$ cat src/rtl/sha256_sched_pkg.sv
// sha256_sched_pkg
// Shared types and default widths for the SHA-256 job scheduler slice.
// Contents:
//   sched_state_t            : job FSM states (IDLE, LAUNCH, RUN, DONE)
//   DEF_ADDR_W / DEF_DATA_W  : default memory address / data widths
package sha256_sched_pkg;

  localparam int DEF_ADDR_W = 16;
  localparam int DEF_DATA_W = 32;

  typedef enum logic [1:0] {
    IDLE   = 2'd0,
    LAUNCH = 2'd1,
    RUN    = 2'd2,
    DONE   = 2'd3
  } sched_state_t;

endpackage

$ cat src/rtl/rr_arbiter.sv
// rr_arbiter
// Purely combinational round-robin pick. It grants the first requester at or
// after the pointer, wrapping modulo N. The caller owns the pointer register.
// Ports:
//   i_req   [N]   request vector
//   i_ptr   [IW]  highest-priority index this cycle (must be < N)
//   o_gnt   [N]   one-hot grant, all zero when nothing requests
//   o_idx   [IW]  encoded index of the granted requester
//   o_valid       a grant was issued
module rr_arbiter #(
  parameter int N = 4,
  localparam int IW = (N > 1) ? $clog2(N) : 1
) (
  input  logic [N-1:0]  i_req,
  input  logic [IW-1:0] i_ptr,
  output logic [N-1:0]  o_gnt,
  output logic [IW-1:0] o_idx,
  output logic          o_valid
);

  // NOTE: every output of a combinational block gets a default first, so no
  // path through the block can leave a value held and infer a latch.
  always_comb begin
    int j;
    o_gnt   = '0;
    o_idx   = '0;
    o_valid = 1'b0;
    j       = 0;
    for (int k = 0; k < N; k++) begin
      j = int'(i_ptr) + k;
      if (j >= N) j = j - N;
      if (!o_valid && i_req[j]) begin
        o_valid  = 1'b1;
        o_gnt[j] = 1'b1;
        o_idx    = IW'(j);
      end
    end
  end

endmodule

$ cat src/rtl/sha256_job_scheduler.sv
// sha256_job_scheduler
// Runs one hashing job across NUM_CORES SHA-256 cores. It issues staggered
// core_start pulses and collects per-core completion into one done level. It
// also owns the single memory port, which the cores share through a pipelined
// round-robin arbiter.
// Optional build macro: SCHED_WATCHDOG_EN. When it is defined, a RUN-cycle
// watchdog ends the job after TIMEOUT_CYCLES with timeout=1. When it is not
// defined, timeout is tied to 0.
// Ports:
//   clk, reset(async, active-high), start(pulse) -> done, timeout (levels)
//   core_start/core_done   : per-core launch pulse / completion level
//   core_req/we/addr/wdata : per-core memory requests (addr/wdata packed)
//   core_gnt               : combinational one-hot grant
//   core_rdata/core_rvalid : broadcast read data / one-hot valid strobe
//   mem_*                  : single-port synchronous memory (1-cycle read)
module sha256_job_scheduler
  import sha256_sched_pkg::*;
#(
  parameter int NUM_CORES      = 4,
  parameter int ADDR_W         = DEF_ADDR_W,
  parameter int DATA_W         = DEF_DATA_W,
  parameter int STAGGER        = 2,
  parameter int TIMEOUT_CYCLES = 4096
) (
  input  logic                        clk,
  input  logic                        reset,
  input  logic                        start,
  output logic                        done,
  output logic                        timeout,
  output logic [NUM_CORES-1:0]        core_start,
  input  logic [NUM_CORES-1:0]        core_done,
  input  logic [NUM_CORES-1:0]        core_req,
  input  logic [NUM_CORES-1:0]        core_we,
  input  logic [NUM_CORES*ADDR_W-1:0] core_addr,
  input  logic [NUM_CORES*DATA_W-1:0] core_wdata,
  output logic [NUM_CORES-1:0]        core_gnt,
  output logic [DATA_W-1:0]           core_rdata,
  output logic [NUM_CORES-1:0]        core_rvalid,
  output logic                        mem_clk,
  output logic                        mem_we,
  output logic [ADDR_W-1:0]           mem_addr,
  output logic [DATA_W-1:0]           mem_write_data,
  input  logic [DATA_W-1:0]           mem_read_data
);

  localparam int IW = $clog2(NUM_CORES);
  localparam int SW = (STAGGER > 1) ? $clog2(STAGGER) : 1;

  if (NUM_CORES < 2 || NUM_CORES > 16 || STAGGER < 1 || TIMEOUT_CYCLES < 1) begin : g_param_check
    $error("sha256_job_scheduler: parameter out of range");
  end

  sched_state_t         r_state, w_next;
  logic [IW-1:0]        r_idx;
  logic [SW-1:0]        r_wait;
  logic [NUM_CORES-1:0] r_started, r_finished, r_done_prev;
  logic [NUM_CORES-1:0] w_rise;
  logic                 w_clear, w_wd_expire;

  logic [IW-1:0]        r_rr_ptr, w_gnt_idx;
  logic                 w_accept;
  logic                 r_mem_we;
  logic [ADDR_W-1:0]    r_mem_addr;
  logic [DATA_W-1:0]    r_mem_wdata;
  logic [NUM_CORES-1:0] r_rd_pend, r_rvalid;

  // A done edge counts only for cores started in an earlier cycle. A core
  // whose done rises in its own start cycle is therefore ignored.
  assign w_rise = core_done & ~r_done_prev;

  // ---------------- job FSM: next state and outputs ----------------
  always_comb begin
    w_next     = r_state;
    core_start = '0;
    w_clear    = 1'b0;
    case (r_state)
      IDLE, DONE: begin
        if (start) begin
          w_next  = LAUNCH;
          w_clear = 1'b1;
        end
      end
      LAUNCH: begin
        if (r_wait == '0) begin
          core_start[r_idx] = 1'b1;
          if (r_idx == IW'(NUM_CORES - 1)) w_next = RUN;
        end
      end
      RUN: begin
        if (&r_finished || w_wd_expire) w_next = DONE;
      end
      default: w_next = IDLE;
    endcase
  end

  // NOTE: sequential state uses non-blocking assignments only, so every
  // register samples pre-edge values no matter how the blocks are ordered.
  always_ff @(posedge clk or posedge reset) begin
    if (reset) begin
      r_state     <= IDLE;
      r_idx       <= '0;
      r_wait      <= '0;
      r_started   <= '0;
      r_finished  <= '0;
      r_done_prev <= '0;
    end else begin
      r_state     <= w_next;
      r_done_prev <= core_done;
      if (w_clear) begin
        r_idx      <= '0;
        r_wait     <= '0;
        r_started  <= '0;
        r_finished <= '0;
      end else begin
        if (r_state == LAUNCH) begin
          if (r_wait == '0) begin
            r_started <= r_started | core_start;
            r_idx     <= r_idx + 1'b1;
            r_wait    <= SW'(STAGGER - 1);
          end else begin
            r_wait <= r_wait - 1'b1;
          end
        end
        if (r_state == LAUNCH || r_state == RUN)
          r_finished <= r_finished | (w_rise & r_started);
      end
    end
  end

  assign done = (r_state == DONE);

`ifdef SCHED_WATCHDOG_EN
  localparam int CW = $clog2(TIMEOUT_CYCLES + 1);
  logic [CW-1:0] r_wd_cnt;
  logic          r_timeout;

  // The counter idles at zero outside RUN, so it is always cleared on RUN
  // entry. Expiry on count TIMEOUT_CYCLES-1 puts DONE exactly TIMEOUT_CYCLES
  // cycles after entry.
  assign w_wd_expire = (r_state == RUN) && (r_wd_cnt == CW'(TIMEOUT_CYCLES - 1));

  always_ff @(posedge clk or posedge reset) begin
    if (reset) begin
      r_wd_cnt  <= '0;
      r_timeout <= 1'b0;
    end else begin
      r_wd_cnt <= (r_state == RUN) ? r_wd_cnt + 1'b1 : '0;
      if (w_clear)                          r_timeout <= 1'b0;
      else if (w_wd_expire && !(&r_finished)) r_timeout <= 1'b1;
    end
  end

  assign timeout = r_timeout;
`else
  assign w_wd_expire = 1'b0;
  assign timeout     = 1'b0;
`endif

  // ---------------- memory arbiter and request pipeline ----------------
  rr_arbiter #(.N(NUM_CORES)) u_arb (
    .i_req   (core_req),
    .i_ptr   (r_rr_ptr),
    .o_gnt   (core_gnt),
    .o_idx   (w_gnt_idx),
    .o_valid (w_accept)
  );

  always_ff @(posedge clk or posedge reset) begin
    if (reset) begin
      r_rr_ptr    <= '0;
      r_mem_we    <= 1'b0;
      r_mem_addr  <= '0;
      r_mem_wdata <= '0;
      r_rd_pend   <= '0;
      r_rvalid    <= '0;
    end else begin
      r_rvalid <= r_rd_pend;
      if (w_accept) begin
        r_mem_we    <= core_we[w_gnt_idx];
        r_mem_addr  <= core_addr[w_gnt_idx*ADDR_W +: ADDR_W];
        r_mem_wdata <= core_wdata[w_gnt_idx*DATA_W +: DATA_W];
        r_rr_ptr    <= (w_gnt_idx == IW'(NUM_CORES - 1)) ? '0 : w_gnt_idx + 1'b1;
        r_rd_pend   <= core_we[w_gnt_idx] ? '0 : core_gnt;
      end else begin
        r_mem_we  <= 1'b0;
        r_rd_pend <= '0;
      end
    end
  end

  assign mem_clk        = clk;
  assign mem_we         = r_mem_we;
  assign mem_addr       = r_mem_addr;
  assign mem_write_data = r_mem_wdata;
  assign core_rdata     = mem_read_data;
  assign core_rvalid    = r_rvalid;

endmodule
$ cat config.mk
export PLATFORM = sky130hd
export DESIGN_NAME = sha256_job_scheduler
export DESIGN_NICKNAME = d
export VERILOG_FILES = /design/src/rtl/sha256_sched_pkg.sv /design/src/rtl/rr_arbiter.sv /design/src/rtl/sha256_job_scheduler.sv
export SDC_FILE = /design/constraint.sdc
export NUM_CORES = 1
export LEC_CHECK = 0
export CAP_MARGIN = 25
export CELL_PAD_IN_SITES_DETAIL_PLACEMENT = 1
export CELL_PAD_IN_SITES_GLOBAL_PLACEMENT = 1
export CORE_UTILIZATION = 25
export CTS_CLUSTER_SIZE = 12
export DETAILED_ROUTE_END_ITERATION = 7
export MAX_ROUTING_LAYER = met4
export PLACE_DENSITY_LB_ADDON = 0.1
export SYNTH_ARGS = -nofsm -noshare
export SYNTH_HDL_FRONTEND = slang
export SYNTH_SLANG_ARGS = --single-unit
$ cat constraint.sdc
create_clock -name clk -period 2.93 [get_ports clk]
set_input_delay 0.586 -clock clk [delete_from_list [all_inputs] [get_ports clk]]
set_output_delay 0.586 -clock clk [all_outputs]
set_load 0.02 [all_outputs]
==> reports/summary.md <==
In this run the static leakage power is 0.00414 µW. Setup violations remaining at the end of the flow were counted as 2. The arithmetic-cell share of the synthesized area counting full adders, half adders and majority gates works out to 0.0323. The final critical-path required period works out to 2960 ps. The run gives 0.539 as the worst slew margin relative to its limit.

The checks that failed: negative setup slack. The final cell utilization of the core was 0.426; the overall die height was 155 µm. Clock skew on the completed layout was measured at 10.6 ps. The portion of total power attributed to combinational logic is 0.739, and the clock slew at the register clock pins of the worst setup and hold paths is 60 ps. The switching share of total power was 0.441.

Among all stages on the critical path, the largest delay is contributed by sky130_fd_sc_hd__dfrtp_2. In this run the tool buffered the top-level ports with 269 buffer cells. The average wire per cell in the routed design was 20.0 µm; the clock share of power was 0.108. The initial core utilization came out at 0.256. The setup TNS came out at -45.9 ps.

Cell with the most instances after synthesis: sky130_fd_sc_hd__mux2i_1. The final antenna diode count is 0, and the remaining number of nets flagged by the antenna check after routing is 0. The simple-gate share of the synthesized area works out to 0.0544. The endpoint kind of the worst setup timing path was an output pin.

The global-route usage over all layers came out at 0.199. In the final layout, flip-flops and latches occupy 1900 µm². Number of top-level design ports: 335. Together, buffers and inverters on the worst path number 3. The synthesized-area fraction occupied by xor and xnor cells works out to 0.00452. The multi-input logic area came out at 3490 µm². The flow ran to the end, but the final reports show violations. The run gives 17600 µm as the post-DP HPWL. Summed over all layers, the routed wires come to 23400 µm. The class of the tightest hold or removal check was reg2reg. The number of nets in the layout is 1129, and the final weighted congestion in routability-driven placement is 0.823. The critical path in this run is classified as reg2out. The final clock period utilization by the worst path is 1.01, and the count of cell types in the netlist is 47.

The number of vias in the routed layout was 6047; the horizontal die dimension was 155 µm. The flip-flop and latch count after synthesis is 76, and the combined area of all synthesized cells is 5820 µm². The synthesized area per cell works out to 9.73 µm².

Main flop type after synthesis: sky130_fd_sc_hd__dfrtp_1. For the worst setup path, the data arrival time is 2380 ps. After filler insertion, the fill cell instance count of the layout stands at 2497.

In the routed design, unresolved DRC markers number 0. Walking the worst path, the cells encountered are inv_4, ha_4, mux4_2, buf_6, a22oi_2, nor2_1, a21oi_2, nand2_1, buf_6. After floorplanning, the core was sized to cover 22700 µm².

The tools report the switching power as 5570 µW. The proportion of register bits with asynchronous set or reset after synthesis works out to 1.00. The number of flops mapped to enable cells by yosys was 0; the area growth from synthesis to final layout was 66.4%. The slew at the pin closest to its max-slew limit works out to 692 ps. Main combinational cell family by area after synthesis: compound AO/OA/AOI/OAI gates.

Minimum setup slack in the final design: -32.5 ps. Sorting the synthesized cells by area gives the leading types as sky130_fd_sc_hd__dfrtp_1 33%, sky130_fd_sc_hd__mux2i_1 18%, sky130_fd_sc_hd__a22o_1 7.5%. The first global-routing pass estimated 35100 µm of wire. The startpoint type of the worst setup path is a register. Number of cell rows: 55.

The run gives 0 as the remaining global-route overflow. The portion of synthesized cell area occupied by the leading cell type is 0.327, and the number of hold buffers added after cts is 0. Timing analysis after detailed placement gives a worst setup slack of -671 ps.

The proportion of layout cells with a drive suffix above 1 works out to 0.161. The compound-cell area share of the yosys netlist is 0.284. Internal power comes to 7050 µW.

Library cell occupying the most area in the post-synthesis netlist: sky130_fd_sc_hd__dfrtp_1. The instance area after placement is 9140 µm². The count of warnings emitted by yosys is 0, and the via-per-instance ratio is 5.19. The number of global-route vias before repair came out at 6408. The final-report hold violation count is 0.

The max capacitance violation total came out at 0. The run gives 460 ps as the clock latency on the worst-skew pair. Pin count of the biggest net entering global routing: 43.

The commonest cells after synthesis are 103 x sky130_fd_sc_hd__mux2i_1, 76 x sky130_fd_sc_hd__dfrtp_1, 57 x sky130_fd_sc_hd__a21oi_1. The share of power burned in registers was 0.153; the proportion of synthesized area in mux cells was 0.201. For the maximum clock rate, the log shows 0.338 GHz. Synthesis produced a netlist whose cell count is 598. The logs give 0 for the initial antenna violation count and 9680 µm² for the final cell area excluding filler cells.

In this run the worst path has a maximum fanout of 5. The part of the Yosys area used for sequential elements is 0.327. In this design, the critical path's most frequently occurring cell is sky130_fd_sc_hd__buf_6.

The die covers 23900 µm². At the worst endpoint, the required time is 2340 ps. The largest stage delay on the critical path is 460 ps, and the count of TritonRoute iterations in the first routing pass is 4. The logs give 0 for the max-slew violation total from the final report and 0.876 mV for the worst voltage drop across the vdd grid. Setup repair after global routing could not meet its margin everywhere. When the netlist entered floorplanning its net count stood at 852. TritonCTS built the clock tree. Among cell families on the critical path, the largest total delay comes from flip-flops. Power spread over the standard cell area amounts to 1300 nW/µm². The run gives 203 as the violation count after the first detailed-routing iteration.
flip-flops by register name, indices dropped and copies added, names as in the netlist, 2 cells and up:
| name | count |
|---|---|
| r_rr_ptr | 2 |
| r_started | 4 |
| mem_addr | 16 |
| r_done_prev | 4 |
| mem_write_data | 32 |
| r_idx | 2 |
| r_state | 2 |
| core_rvalid | 4 |
| r_rd_pend | 4 |
| r_finished | 4 |
kinds of logic after synthesis:
logic type / Yosys count
DFF: 76
other: 1
adders and majority gates: 15
muxes: 111
buffers and inverters: 100
AOI/OAI and AO/OA: 231
xor gates and xnor gates: 3
and+or+nand+nor: 61
timing repair:
item / CTS / global route
gates resized for setup: 34 / 17
pin swaps: 3 / 10
buffers inserted: 4 / 4
setup endpoints to repair: 56 / 57
gates cloned: 1 / 0
path summary, 6_finish.rpt:
check | slack [ps] | endpoint | depth (start not counted) | startpoint
max | -30 | core_gnt[2] | 9 | r_rr_ptr[0]
min | 350 | core_rvalid[1] | 0 | r_rd_pend[1]
max reg2reg | 210 | mem_write_data[19] | 10 | r_rr_ptr[1]
min reg2reg | 350 | core_rvalid[1] | 0 | r_rd_pend[1]
max in group asynchronous | 1700 | r_done_prev[3] | 3 | reset
min in group asynchronous | 540 | mem_addr[3] | 2 | reset
power by group through the flow:
stage	combinational, µW	sequential, µW	clock, µW
global route	10100	1990	1440
floorplan	5110	2310	39.9
global placement	8770	1940	45.8
CTS	9290	1940	1410
finish	9320	1920	1360
detailed placement	9030	1950	45.8
routing by layer:
metal  up-vias  GRT usage  routed length (µm)
met5         -          -                   0
met4         0     0.0712                 436
met3        35     0.0482                1580
met2       235      0.337               11500
met1      2965      0.229                9840
li1       2812          -                   -
cell type report:
cell class,count,area share
clock buffers,13,0.0321
well taps,285,0.0369
inverters,11,0.00466
clock inverters,7,0.00724
flip-flops and latches,76,0.197
repair buffers,351,0.362
multi-input cells,422,0.360
placed cells by master (no fill, tap or decap), types with 4 or more instances in the layout:
cell type                         instances
sky130_fd_sc_hd__nor2_1                  22
sky130_fd_sc_hd__o21ai_0                  4
sky130_fd_sc_hd__mux2i_1                102
sky130_fd_sc_hd__dfrtp_1                 75
sky130_fd_sc_hd__nand2_1                 10
sky130_fd_sc_hd__clkdlybuf4s50_1        261
sky130_fd_sc_hd__and2_1                   6
sky130_fd_sc_hd__buf_4                   62
sky130_fd_sc_hd__mux4_2                   4
sky130_fd_sc_hd__a22o_1                  50
sky130_fd_sc_hd__a31oi_1                  6
sky130_fd_sc_hd__buf_12                  14
sky130_fd_sc_hd__o211ai_1                49
sky130_fd_sc_hd__a21oi_1                 54
sky130_fd_sc_hd__ha_1                    14
sky130_fd_sc_hd__mux2_2                   4
sky130_fd_sc_hd__a22oi_1                 47
sky130_fd_sc_hd__clkbuf_16               12
sky130_fd_sc_hd__inv_1                    9
sky130_fd_sc_hd__buf_6                   10
through the flow:
| stage | cells | total power (µW) | hold WS (ps) |
|---|---|---|---|
| CTS | 1161 | 12600 | 353 |
| detailed placement | 1137 | 11000 | 339 |
| global route | 1165 | 13500 | 355 |
| floorplan | 598 | 7460 | 331 |
| global placement | 1137 | 10800 | 335 |
| finish | 1165 | 12600 | 349 |
worst reg2reg max path: cells and delay by family (launching register included):
family                 cells  cell delay, ps
flip-flops                 1             340
multiplexers               2             720
buffers and inverters      4             720
AO/OA/AOI/OAI              3             560
AND/OR/NAND/NOR            1             290
(Power assumes the default switching activity.)
